--- config.mk ---
export PLATFORM = sky130hd
export DESIGN_NAME = corr_matrix_translator_flat
export DESIGN_NICKNAME = d
export VERILOG_FILES = /design/src/rtl/corr_pkg.sv /design/src/rtl/corr_matrix_translator_if.sv /design/src/rtl/fp_divider.sv /design/src/rtl/corr_matrix_translator.sv /design/src/flat_wrapper.sv
export SDC_FILE = /design/constraint.sdc
export NUM_CORES = 2
export LEC_CHECK = 0
export CAP_MARGIN = 40
export CORE_MARGIN = 2
export CORE_UTILIZATION = 45
export DETAILED_ROUTE_END_ITERATION = 12
export PLACE_DENSITY = 0.7
export SYNTH_ARGS = -nofsm -noshare
export SYNTH_HDL_FRONTEND = slang
export SYNTH_SLANG_ARGS = --single-unit
--- constraint.sdc ---
create_clock -name clk -period 17.59 [get_ports clk]
set_clock_uncertainty 0.2 [all_clocks]
set_input_delay 2.6385 -clock clk [delete_from_list [all_inputs] [get_ports clk]]
set_output_delay 2.6385 -clock clk [all_outputs]
set_load 0.1 [all_outputs]
--- src/rtl/corr_pkg.sv ---
// rtl/corr_pkg.sv - shared types, constants and helpers for the correlation path
package corr_pkg;

   localparam int SCALAR_BITS = 32;

   typedef logic [SCALAR_BITS-1:0] fp32_t;

   typedef enum logic [2:0] {
      ST_IDLE,
      ST_REQ,
      ST_WAIT,
      ST_ISSUE,
      ST_DRAIN
   } state_t;

   // Exact for values below 2**24; larger values truncate the low mantissa bits.
   function automatic fp32_t int_to_fp32(input int unsigned v);
      int          msb;
      logic [22:0] frac;
      fp32_t       f;
      f   = '0;
      msb = 0;
      for (int i = 0; i < 32; i++) begin
         if (v[i]) msb = i;
      end
      if (v != 0) begin
         if (msb <= 23) frac = 23'(v << (23 - msb));
         else           frac = 23'(v >> (msb - 23));
         f = {1'b0, 8'(127 + msb), frac};
      end
      return f;
   endfunction

endpackage

--- src/rtl/corr_matrix_translator_if.sv ---
// rtl/corr_matrix_translator_if.sv - A row-read and X element-write buses
interface corr_matrix_translator_if #(
   parameter int N     = 8,
   parameter int WIDTH = corr_pkg::SCALAR_BITS
);
   localparam int AW = $clog2(N);

   logic [AW-1:0]      a_row_addr;
   logic               a_row_addr_ready;
   logic               a_row_valid;
   logic [N*WIDTH-1:0] a_row_out;
   logic [AW-1:0]      x_write_row_addr;
   logic [AW-1:0]      x_write_col_addr;
   logic [WIDTH-1:0]   x_write_data;
   logic               x_write_ready;

   modport master (
      output a_row_addr, a_row_addr_ready,
      output x_write_row_addr, x_write_col_addr, x_write_data, x_write_ready,
      input  a_row_valid, a_row_out
   );

   modport slave (
      input  a_row_addr, a_row_addr_ready,
      input  x_write_row_addr, x_write_col_addr, x_write_data, x_write_ready,
      output a_row_valid, a_row_out
   );
endinterface

--- src/rtl/fp_divider.sv ---
// rtl/fp_divider.sv - fp32 divide by a constant, round-to-nearest-even, LATENCY-cycle pipe
module fp_divider
   import corr_pkg::*;
#(
   parameter int    LATENCY = 28,
   parameter fp32_t DIVISOR = 32'h40A0_0000
) (
   input  logic  clk,
   input  logic  rst,
   input  logic  in_valid,
   input  fp32_t in_data,
   output logic  out_valid,
   output fp32_t out_data
);
   localparam logic [7:0]  EB = DIVISOR[30:23];
   localparam logic [23:0] MB = {1'b1, DIVISOR[22:0]};

   logic              sa, guard, sticky, carry;
   logic [7:0]        ea;
   logic [23:0]       ma, rem;
   logic [26:0]       quo;
   logic [22:0]       frac;
   logic [23:0]       frac_r;
   logic signed [9:0] exp_q;
   fp32_t             q_comb;

   fp32_t             data_pipe [LATENCY];
   logic [LATENCY-1:0] valid_pipe;

   // Quotient of the 24-bit significands scaled by 2**26 lands in [2**25, 2**27),
   // leaving a guard bit plus sticky for either normalisation.
   always_comb begin
      sa   = in_data[31] ^ DIVISOR[31];
      ea   = in_data[30:23];
      ma   = {1'b1, in_data[22:0]};
      quo  = 27'({ma, 26'b0} / {26'b0, MB});
      rem  = 24'({ma, 26'b0} % {26'b0, MB});
      if (quo[26]) begin
         frac   = quo[25:3];
         guard  = quo[2];
         sticky = (|quo[1:0]) | (|rem);
         exp_q  = $signed({2'b00, ea}) - $signed({2'b00, EB}) + 10'sd127;
      end else begin
         frac   = quo[24:2];
         guard  = quo[1];
         sticky = quo[0] | (|rem);
         exp_q  = $signed({2'b00, ea}) - $signed({2'b00, EB}) + 10'sd126;
      end
      frac_r = {1'b0, frac} + {23'b0, guard & (sticky | frac[0])};
      carry  = frac_r[23];
      exp_q  = exp_q + $signed({9'b0, carry});

      if (ea == 8'hFF)             q_comb = {sa, in_data[30:0]};
      else if (ea == 8'h00)        q_comb = {sa, 31'b0};
      else if (exp_q >= 10'sd255)  q_comb = {sa, 8'hFF, 23'b0};
      else if (exp_q <= 10'sd0)    q_comb = {sa, 31'b0};
      else                         q_comb = {sa, exp_q[7:0], frac_r[22:0]};
   end

   always_ff @(posedge clk) begin
      if (!rst) begin
         valid_pipe <= '0;
         for (int i = 0; i < LATENCY; i++) data_pipe[i] <= '0;
      end else begin
         valid_pipe[0] <= in_valid;
         data_pipe[0]  <= q_comb;
         for (int i = 1; i < LATENCY; i++) begin
            valid_pipe[i] <= valid_pipe[i-1];
            data_pipe[i]  <= data_pipe[i-1];
         end
      end
   end

   assign out_valid = valid_pipe[LATENCY-1];
   assign out_data  = data_pipe[LATENCY-1];
endmodule

--- src/rtl/corr_matrix_translator.sv ---
// rtl/corr_matrix_translator.sv - scales the lower triangle of A by 1/NUM_SAMPLES into X
module corr_matrix_translator
   import corr_pkg::*;
#(
   parameter int N               = 8,
   parameter int NUM_SAMPLES     = 5,
   parameter int WIDTH           = 32,
   parameter int DIVIDER_LATENCY = 28,
   parameter int MEMORY_LATENCY  = 2
) (
   input  logic clk,
   input  logic rst,
   input  logic start,
   output logic finished,
   corr_matrix_translator_if.master bus
);
   localparam int            AW       = $clog2(N);
   localparam fp32_t         DIVISOR  = int_to_fp32(NUM_SAMPLES);
   localparam logic [AW-1:0] LAST_ROW = AW'(N - 1);

   if (WIDTH != SCALAR_BITS || N < 2 || NUM_SAMPLES < 1 ||
       DIVIDER_LATENCY < 2 || MEMORY_LATENCY < 1) begin : g_bad_params
      $error("corr_matrix_translator: unsupported parameter set");
   end

   state_t             state;
   logic [AW-1:0]      r, c;
   logic [N*WIDTH-1:0] row_q;
   logic               div_in_valid;
   fp32_t              div_in_data;
   logic [AW-1:0]      issue_row, issue_col;

   logic [DIVIDER_LATENCY-1:0] tag_valid;
   logic [AW-1:0]              tag_row [DIVIDER_LATENCY];
   logic [AW-1:0]              tag_col [DIVIDER_LATENCY];

   logic  div_out_valid;
   fp32_t div_out_data;

   // Read strobe is raised on entry to REQ so it is high for exactly the REQ cycle.
   always_ff @(posedge clk) begin
      if (!rst) begin
         state                <= ST_IDLE;
         r                    <= '0;
         c                    <= '0;
         row_q                <= '0;
         finished             <= 1'b0;
         bus.a_row_addr       <= '0;
         bus.a_row_addr_ready <= 1'b0;
         div_in_valid         <= 1'b0;
         div_in_data          <= '0;
         issue_row            <= '0;
         issue_col            <= '0;
      end else begin
         finished             <= 1'b0;
         bus.a_row_addr_ready <= 1'b0;
         div_in_valid         <= 1'b0;
         case (state)
            ST_IDLE: begin
               if (start) begin
                  r                    <= '0;
                  bus.a_row_addr       <= '0;
                  bus.a_row_addr_ready <= 1'b1;
                  state                <= ST_REQ;
               end
            end
            ST_REQ: state <= ST_WAIT;
            ST_WAIT: begin
               if (bus.a_row_valid) begin
                  row_q <= bus.a_row_out;
                  c     <= '0;
                  state <= ST_ISSUE;
               end
            end
            ST_ISSUE: begin
               div_in_valid <= 1'b1;
               div_in_data  <= row_q[c*WIDTH +: WIDTH];
               issue_row    <= r;
               issue_col    <= c;
               c            <= c + 1'b1;
               if (c == r) begin
                  if (r == LAST_ROW) begin
                     state <= ST_DRAIN;
                  end else begin
                     r                    <= r + 1'b1;
                     bus.a_row_addr       <= r + 1'b1;
                     bus.a_row_addr_ready <= 1'b1;
                     state                <= ST_REQ;
                  end
               end
            end
            ST_DRAIN: begin
               if (!div_in_valid && tag_valid == '0) begin
                  finished <= 1'b1;
                  state    <= ST_IDLE;
               end
            end
            default: state <= ST_IDLE;
         endcase
      end
   end

   always_ff @(posedge clk) begin
      if (!rst) begin
         tag_valid <= '0;
         for (int i = 0; i < DIVIDER_LATENCY; i++) begin
            tag_row[i] <= '0;
            tag_col[i] <= '0;
         end
      end else begin
         tag_valid[0] <= div_in_valid;
         tag_row[0]   <= issue_row;
         tag_col[0]   <= issue_col;
         for (int i = 1; i < DIVIDER_LATENCY; i++) begin
            tag_valid[i] <= tag_valid[i-1];
            tag_row[i]   <= tag_row[i-1];
            tag_col[i]   <= tag_col[i-1];
         end
      end
   end

   fp_divider #(
      .LATENCY (DIVIDER_LATENCY),
      .DIVISOR (DIVISOR)
   ) u_div (
      .clk       (clk),
      .rst       (rst),
      .in_valid  (div_in_valid),
      .in_data   (div_in_data),
      .out_valid (div_out_valid),
      .out_data  (div_out_data)
   );

   assign bus.x_write_ready    = div_out_valid;
   assign bus.x_write_data     = div_out_data;
   assign bus.x_write_row_addr = tag_row[DIVIDER_LATENCY-1];
   assign bus.x_write_col_addr = tag_col[DIVIDER_LATENCY-1];
endmodule

--- src/flat_wrapper.sv ---
// flat-port wrapper written by rule: the top's interface ports become plain ports
module corr_matrix_translator_flat import corr_pkg::*;
#(
   parameter int N               = 8,
   parameter int NUM_SAMPLES     = 5,
   parameter int WIDTH           = 32,
   parameter int DIVIDER_LATENCY = 28,
   parameter int MEMORY_LATENCY  = 2
)
  (clk, rst, start, finished, bus_a_row_addr, bus_a_row_addr_ready, bus_x_write_row_addr, bus_x_write_col_addr, bus_x_write_data, bus_x_write_ready, bus_a_row_valid, bus_a_row_out);
  corr_matrix_translator_if #(.N(N), .WIDTH(WIDTH)) bus_i ();
  input  logic clk;
  input  logic rst;
  input  logic start;
  output logic finished;
  output wire logic [$bits(bus_i.a_row_addr)-1:0] bus_a_row_addr;
  output wire logic [$bits(bus_i.a_row_addr_ready)-1:0] bus_a_row_addr_ready;
  output wire logic [$bits(bus_i.x_write_row_addr)-1:0] bus_x_write_row_addr;
  output wire logic [$bits(bus_i.x_write_col_addr)-1:0] bus_x_write_col_addr;
  output wire logic [$bits(bus_i.x_write_data)-1:0] bus_x_write_data;
  output wire logic [$bits(bus_i.x_write_ready)-1:0] bus_x_write_ready;
  input wire logic [$bits(bus_i.a_row_valid)-1:0] bus_a_row_valid;
  input wire logic [$bits(bus_i.a_row_out)-1:0] bus_a_row_out;
  assign bus_a_row_addr = bus_i.a_row_addr;
  assign bus_a_row_addr_ready = bus_i.a_row_addr_ready;
  assign bus_x_write_row_addr = bus_i.x_write_row_addr;
  assign bus_x_write_col_addr = bus_i.x_write_col_addr;
  assign bus_x_write_data = bus_i.x_write_data;
  assign bus_x_write_ready = bus_i.x_write_ready;
  assign bus_i.a_row_valid = bus_a_row_valid;
  assign bus_i.a_row_out = bus_a_row_out;
  corr_matrix_translator #(.N(N), .NUM_SAMPLES(NUM_SAMPLES), .WIDTH(WIDTH), .DIVIDER_LATENCY(DIVIDER_LATENCY), .MEMORY_LATENCY(MEMORY_LATENCY)) u_core (.clk(clk), .rst(rst), .start(start), .finished(finished), .bus(bus_i));
endmodule
==> results.cfg <==
[die]
rows = 120
start_util = 0.455
ios = 304
fp.dieW_um = 333
coreArea_sq_mm = 0.107
die_area_sq_mm = 0.111
die-height_um = 333

[timing]
max_freq_mhz = 62.2
worstMarginPinSlew_ns = 1.06
finalSetupTns_ns = 0
report.final.slew_viol_count = 0
period_minus_slack_ns = 16.09
hold_slack_ns = 0.196
relSlewSlack = 0.292
setup_ws_ns = 1.50
setup_viol = 0
period_share = 0.915
hold_viol = 0

[final_layout]
layout_commonest_cell = dfxtp_1
layout_common_cells = dfxtp_1 (1395), and2_1 (1074), nand2_1 (643)
drive_above_1_share = 0.0899
nets = 5342
design_area_sq_mm = 0.0584
areaGrowthSynthToFinish_pct = 19.7
fillers = 9296

[worst_setup_path]
crit_type = flip-flop to flip-flop
crit_path_top_delay_cell = nor4_2
r2r_setup_slack_ns = 1.50
crit_path_end = u_core.u_div.data_pipe[0][0]
cp_max_fo = 16
worst_setup_path_start_kind = flip-flop
critPathLaunch = u_core.div_in_data[20]
cpPeakStageDelay_ns = 0.83
reg2reg_to = u_core.u_div.data_pipe[0][0]
worstPathArrival_ns = 16.51
worst-r2r-cell-count = 60
cp_data_required_time_ns = 18.02
r2r-start = u_core.div_in_data[20]
endpoint_kind = flip-flop

[routing]
initialDrtViolationCount = 2322
vias = 33200
routedWlPerCell_um = 15.7
via_per_inst = 5.04
routed_wl_mm = 103
drc = 0
ant_nets = 0
drt-pass1-iter-count = 5

[synthesis]
synth_edf_count = 0
post_synth_xor_area_fraction = 0.0113
dominantRegCellSynth = dfxtp_1
syn_avg_cell_area_sq_um = 10.0
syn_nets = 5147
synth_top_family_by_area = simple AND/OR/NAND/NOR gates
ys_ff_latch = 1398
synth_mux_area_frac = 0.0419
synth_compound_area_frac = 0.101
ys_seq_area_frac = 0.574
syn_inst = 4865
synth.distinct_cells = 110
async_flop_share = 0
syn-cell-area_sq_mm = 0.0488
synthSimpleGateAreaFrac = 0.230
synthAdderAreaFrac = 0.00606
ys_warn_count = 0

[placement]
post-place-ws_ns = 1.65
gp_congestion = 0.876
place_area_sq_mm = 0.0536
place_hpwl_mm = 67.6
port_buffers = 303

[clock_network]
ctsLongestPathBuffers = 3
cts_hold_buffers = 0
cts.sinks = 1398
cts_setup_buffers = 0
postCtsResizedCells = 0
clk_latency_ns = 0.75
cts_buffers = 138
clk_pin_slew_ns = 0.06
cts_tree = done
h-tree-depth = 4
cts_root_buf = clkbuf_16

[min_path]
hp-class = flip-flop to flip-flop
worstHoldStart = u_core.u_div.data_pipe[0][113]

[global_route]
first_global_vias = 30900
grt_pass1_wl_mm = 164
grt_overflow = 0
grt_max_degree = 210
grt_usage = 0.181
antenna_found_initial = 14

[run]
cap_violations = 0

[power]
ir_drop_v = 0.000470
leakagePower_uw = 0.0221
pwr_density_cell_mw_per_mm2 = 194

[run_status]
status = finished, final reports clean
==> cell usage after synthesis (14+ instances only) <==
cell         n  area (sq um)
a22oi_1     24           180
ha_1        22           275
a31oi_1     17           106
xor2_1      21           184
o22ai_1     15          93.8
nand2b_1    15          93.8
nor3_1      45           225
mux4_2      64          1440
a21oi_1    312          1560
o21ai_0     62           310
and2_1    1074          6720
nor2_1     167           627
a211oi_1    51           383
o211ai_1    25           188
mux2i_1     53           531
o21a_1      15           113
buf_2       20           100
o21ai_1     14          70.1
inv_1       39           146
nor4_1      22           138
nand2_1    643          2410
buf_4       41           308
xnor2_1     40           350
nand4_1     18           113
clkbuf_1   287          1080
dfxtp_1   1398         28000
o221ai_1    14           123
nand3_1     41           205
==> registers in the layout (all words and copies together) (netlist names) <==
register,cells
u_core.u_div.data_pipe,896
u_core.issue_col,3
u_core.issue_row,3
u_core.div_in_valid,1
u_core.row_q,256
u_core.div_in_data,32
u_core.tag_row,84
u_core.state,3
u_core.bus.a_row_addr_ready,1
u_core.bus.a_row_addr,3
u_core.c,3
u_core.tag_col,84
u_core.u_div.valid_pipe,27
u_core.finished,1
u_core.tag_valid,1
==> cells by family (layout without fill, tap and decap cells) <==
kind of cell	after synthesis	count (layout)
adder cells (fa/ha/maj)	24	24
AO/OA/AOI/OAI	731	731
flip-flops	1398	1398
other	0	13
AND/OR/NAND/NOR	2117	2117
multiplexers	123	123
XOR/XNOR	62	62
buffers and inverters	410	716
==> worst max-delay path, delay by kind of cell (launching register included) <==
family	cells	cell delay, ns
xor gates and xnor gates	4	0.87
adders and majority gates	5	1.23
and+or+nand+nor	22	5.27
buffers and inverters	8	1.00
DFF	1	0.68
AOI/OAI and AO/OA	21	6.72
==> metrics by stage <==
stage                      util  instances  power, uW
after floorplan               -       4865       7110
after global placement    0.489       6264       8480
after detailed placement  0.500       6323       8370
after CTS                 0.544       6574      11400
after global routing      0.544       6586      12100
final                     0.544       6587      11300
==> final cells by class <==
cell class | instances | area (sq um) | area share
Timing Repair Buffer | 418 | 4630 | 0.0793
Antenna cell | 13 | 32.5 | 0.000557
Clock buffer | 208 | 4090 | 0.0700
Inverter | 47 | 184 | 0.00315
Tap cell | 1403 | 1760 | 0.0301
Sequential cell | 1398 | 28000 | 0.480
Multi-Input combinational cell | 3057 | 19100 | 0.327
Clock inverter | 43 | 619 | 0.0106
==> where the power goes <==
group          internal (uW)  switching (uW)  leakage (uW)
clock                   1710            1240       0.00229
sequential              3210            28.9        0.0113
combinational           1930            3230       0.00859
==> layer usage <==
metal / vias to the layer above / part of all wire / GRT usage
li1: 16500 / - / -
met1: 15600 / 0.43 / 0.226
met2: 796 / 0.48 / 0.305
met3: 215 / 0.049 / 0.0345
met4: 2 / 0.035 / 0.0811
met5: - / 0.00013 / 0
==> how the worst min path moves through the flow <==
stage	slack (ns)	cells past startpoint	endpoint
global placement	0.21	1	u_core.u_div.data_pipe[0][71]
floorplan	0.21	1	u_core.tag_col[0][10]
detailed placement	0.22	1	u_core.tag_row[4][1]
CTS	0.19	1	u_core.u_div.data_pipe[0][145]
global route	0.20	1	u_core.u_div.data_pipe[0][84]
finish	0.20	1	u_core.u_div.data_pipe[0][145]
No activity file was read; power rests on OpenSTA's default activity.
==> variant (same flow settings) <==
Make the reset (`rst`) asynchronous in 3 clocked blocks.
--- a/src/rtl/fp_divider.sv
+++ b/src/rtl/fp_divider.sv
@@ -59,3 +59,3 @@
 
-   always_ff @(posedge clk) begin
+   always_ff @(posedge clk or negedge rst) begin
       if (!rst) begin
--- a/src/rtl/corr_matrix_translator.sv
+++ b/src/rtl/corr_matrix_translator.sv
@@ -40,3 +40,3 @@
    // Read strobe is raised on entry to REQ so it is high for exactly the REQ cycle.
-   always_ff @(posedge clk) begin
+   always_ff @(posedge clk or negedge rst) begin
       if (!rst) begin
@@ -102,3 +102,3 @@
 
-   always_ff @(posedge clk) begin
+   always_ff @(posedge clk or negedge rst) begin
       if (!rst) begin
Function: not settled (the Yosys comparison gave no result); the edit may change what the design does.
==> variant against the unedited design <==
  * Area after synthesis decreased by 3.3%
  * Sequential cell count unchanged
  * Largest cell class unchanged
  * Setup slack improved by 53 ps
  * Wire length decreased by 17%
  * Cell area decreased by 2.1%
Power is not shown: default switching activity piles up to over one toggle a cycle in this logic, so the estimate is an artifact.
==> variant: results <==
group,metric,value,unit
status,status,"finished clean",
drt,wl_met2,42.09,mm
global_route,grt.met3_usage,5.652,%
synthesis,async_reset_ff_share,100.0,%
global_route,grt_pass1_wl,142.3,mm
final_layout,largest_reg_flops,864,
worst_setup_path,cp_max_fo,19,
worst_setup_path,slowest_stage,"dfrtp_1",
final_layout,fin_area,57160,sq um
timing,slew_headroom,36.96,%
final_layout,drive_gt1_share,20.00,%
placed_design,placedCellCount,4592,
synthesis,synthTopCellsByCount,"dfrtp_1 (1398), mux2_2 (261), nand2_1 (179)",
global_route,grt_use_total,16.53,%
global_route,grt_pass1_vias,26310,
placed_design,post-place-ws,1147,ps
placed_design,placed_area,52380,sq um
synthesis,synthTopCellsByArea,"dfrtp_1 (74%), mux2_2 (6.2%), mux4_2 (3.1%)",
drt,dr_wl_met3,6.210,mm
global_route,use_met1,21.12,%
synthesis,synth_cell_type_count,111,
placed_design,place.gp.congestion,0.8300,
drt,via_count,24630,
drt,viasPerCell,5.088,
final_layout,nets,3636,
synthesis,yosysSeqAreaShare,74.23,%
final_layout,top_regs,"u_core.u_div.data_pipe (864), u_core.row_q (256)",
drt,drt-initial-drc-count,1878,
synthesis,syn_inst,2999,
final_layout,fill_cells,8143,
synthesis,synth_top_area_share,74.23,%
drt,wl_met1,35.51,mm
synthesis,synth_nets,3281,
worst_setup_path,arrival,16420,ps
variant: cell families (layout without fill, tap and decap cells):
group	count (synthesis)	in the layout	synth area share [%]
DFF	1398	1398	74.23
and+or+nand+nor	517	517	5.358
AOI/OAI and AO/OA	418	418	6.385
muxes	372	372	10.31
buffers and inverters	218	679	2.124
xor gates and xnor gates	52	52	0.9664
adders and majority gates	24	24	0.6292
other	0	1	0
variant: timing repair:
item / in CTS / in global routing
hold buffers: 0 / 0
resized for setup: 0 / 8
endpoints found under the setup margin: 0 / 16
variant: path summary, 6_finish.rpt:
kind                                              from                             end  slack, ps  depth (start not counted)
worst min-delay path                u_core.tag_col[58]              u_core.tag_col[55]        120                          0
worst max-delay path            u_core.div_in_data[22]     u_core.u_div.data_pipe[864]       1560                         55
worst min register to register      u_core.tag_col[58]              u_core.tag_col[55]        120                          0
max in group asynchronous                          rst     u_core.u_div.data_pipe[776]      12650                          5
worst max register to register  u_core.div_in_data[22]     u_core.u_div.data_pipe[864]       1560                         55
min in group asynchronous                          rst  u_core.bus.x_write_row_addr[2]       1700                          1
variant: final cells by class:
class	count	area share, %
diodes	1	0.004378
repair buffers	387	7.600
clock inverters	55	1.462
clock buffers	193	6.862
multi-input cells	1383	19.54
inverters	44	0.2911
flip-flops and latches	1398	61.22
well taps	1380	3.021
variant: worst max-delay path, delay by kind of cell, from the launching register on:
family	cells	cell delay, ps
adder cells (fa/ha/maj)	5	1340
AO/OA/AOI/OAI	16	4750
XOR/XNOR	2	460
flip-flops	1	700
multiplexers	3	860
buffers and inverters	5	840
AND/OR/NAND/NOR	24	6770
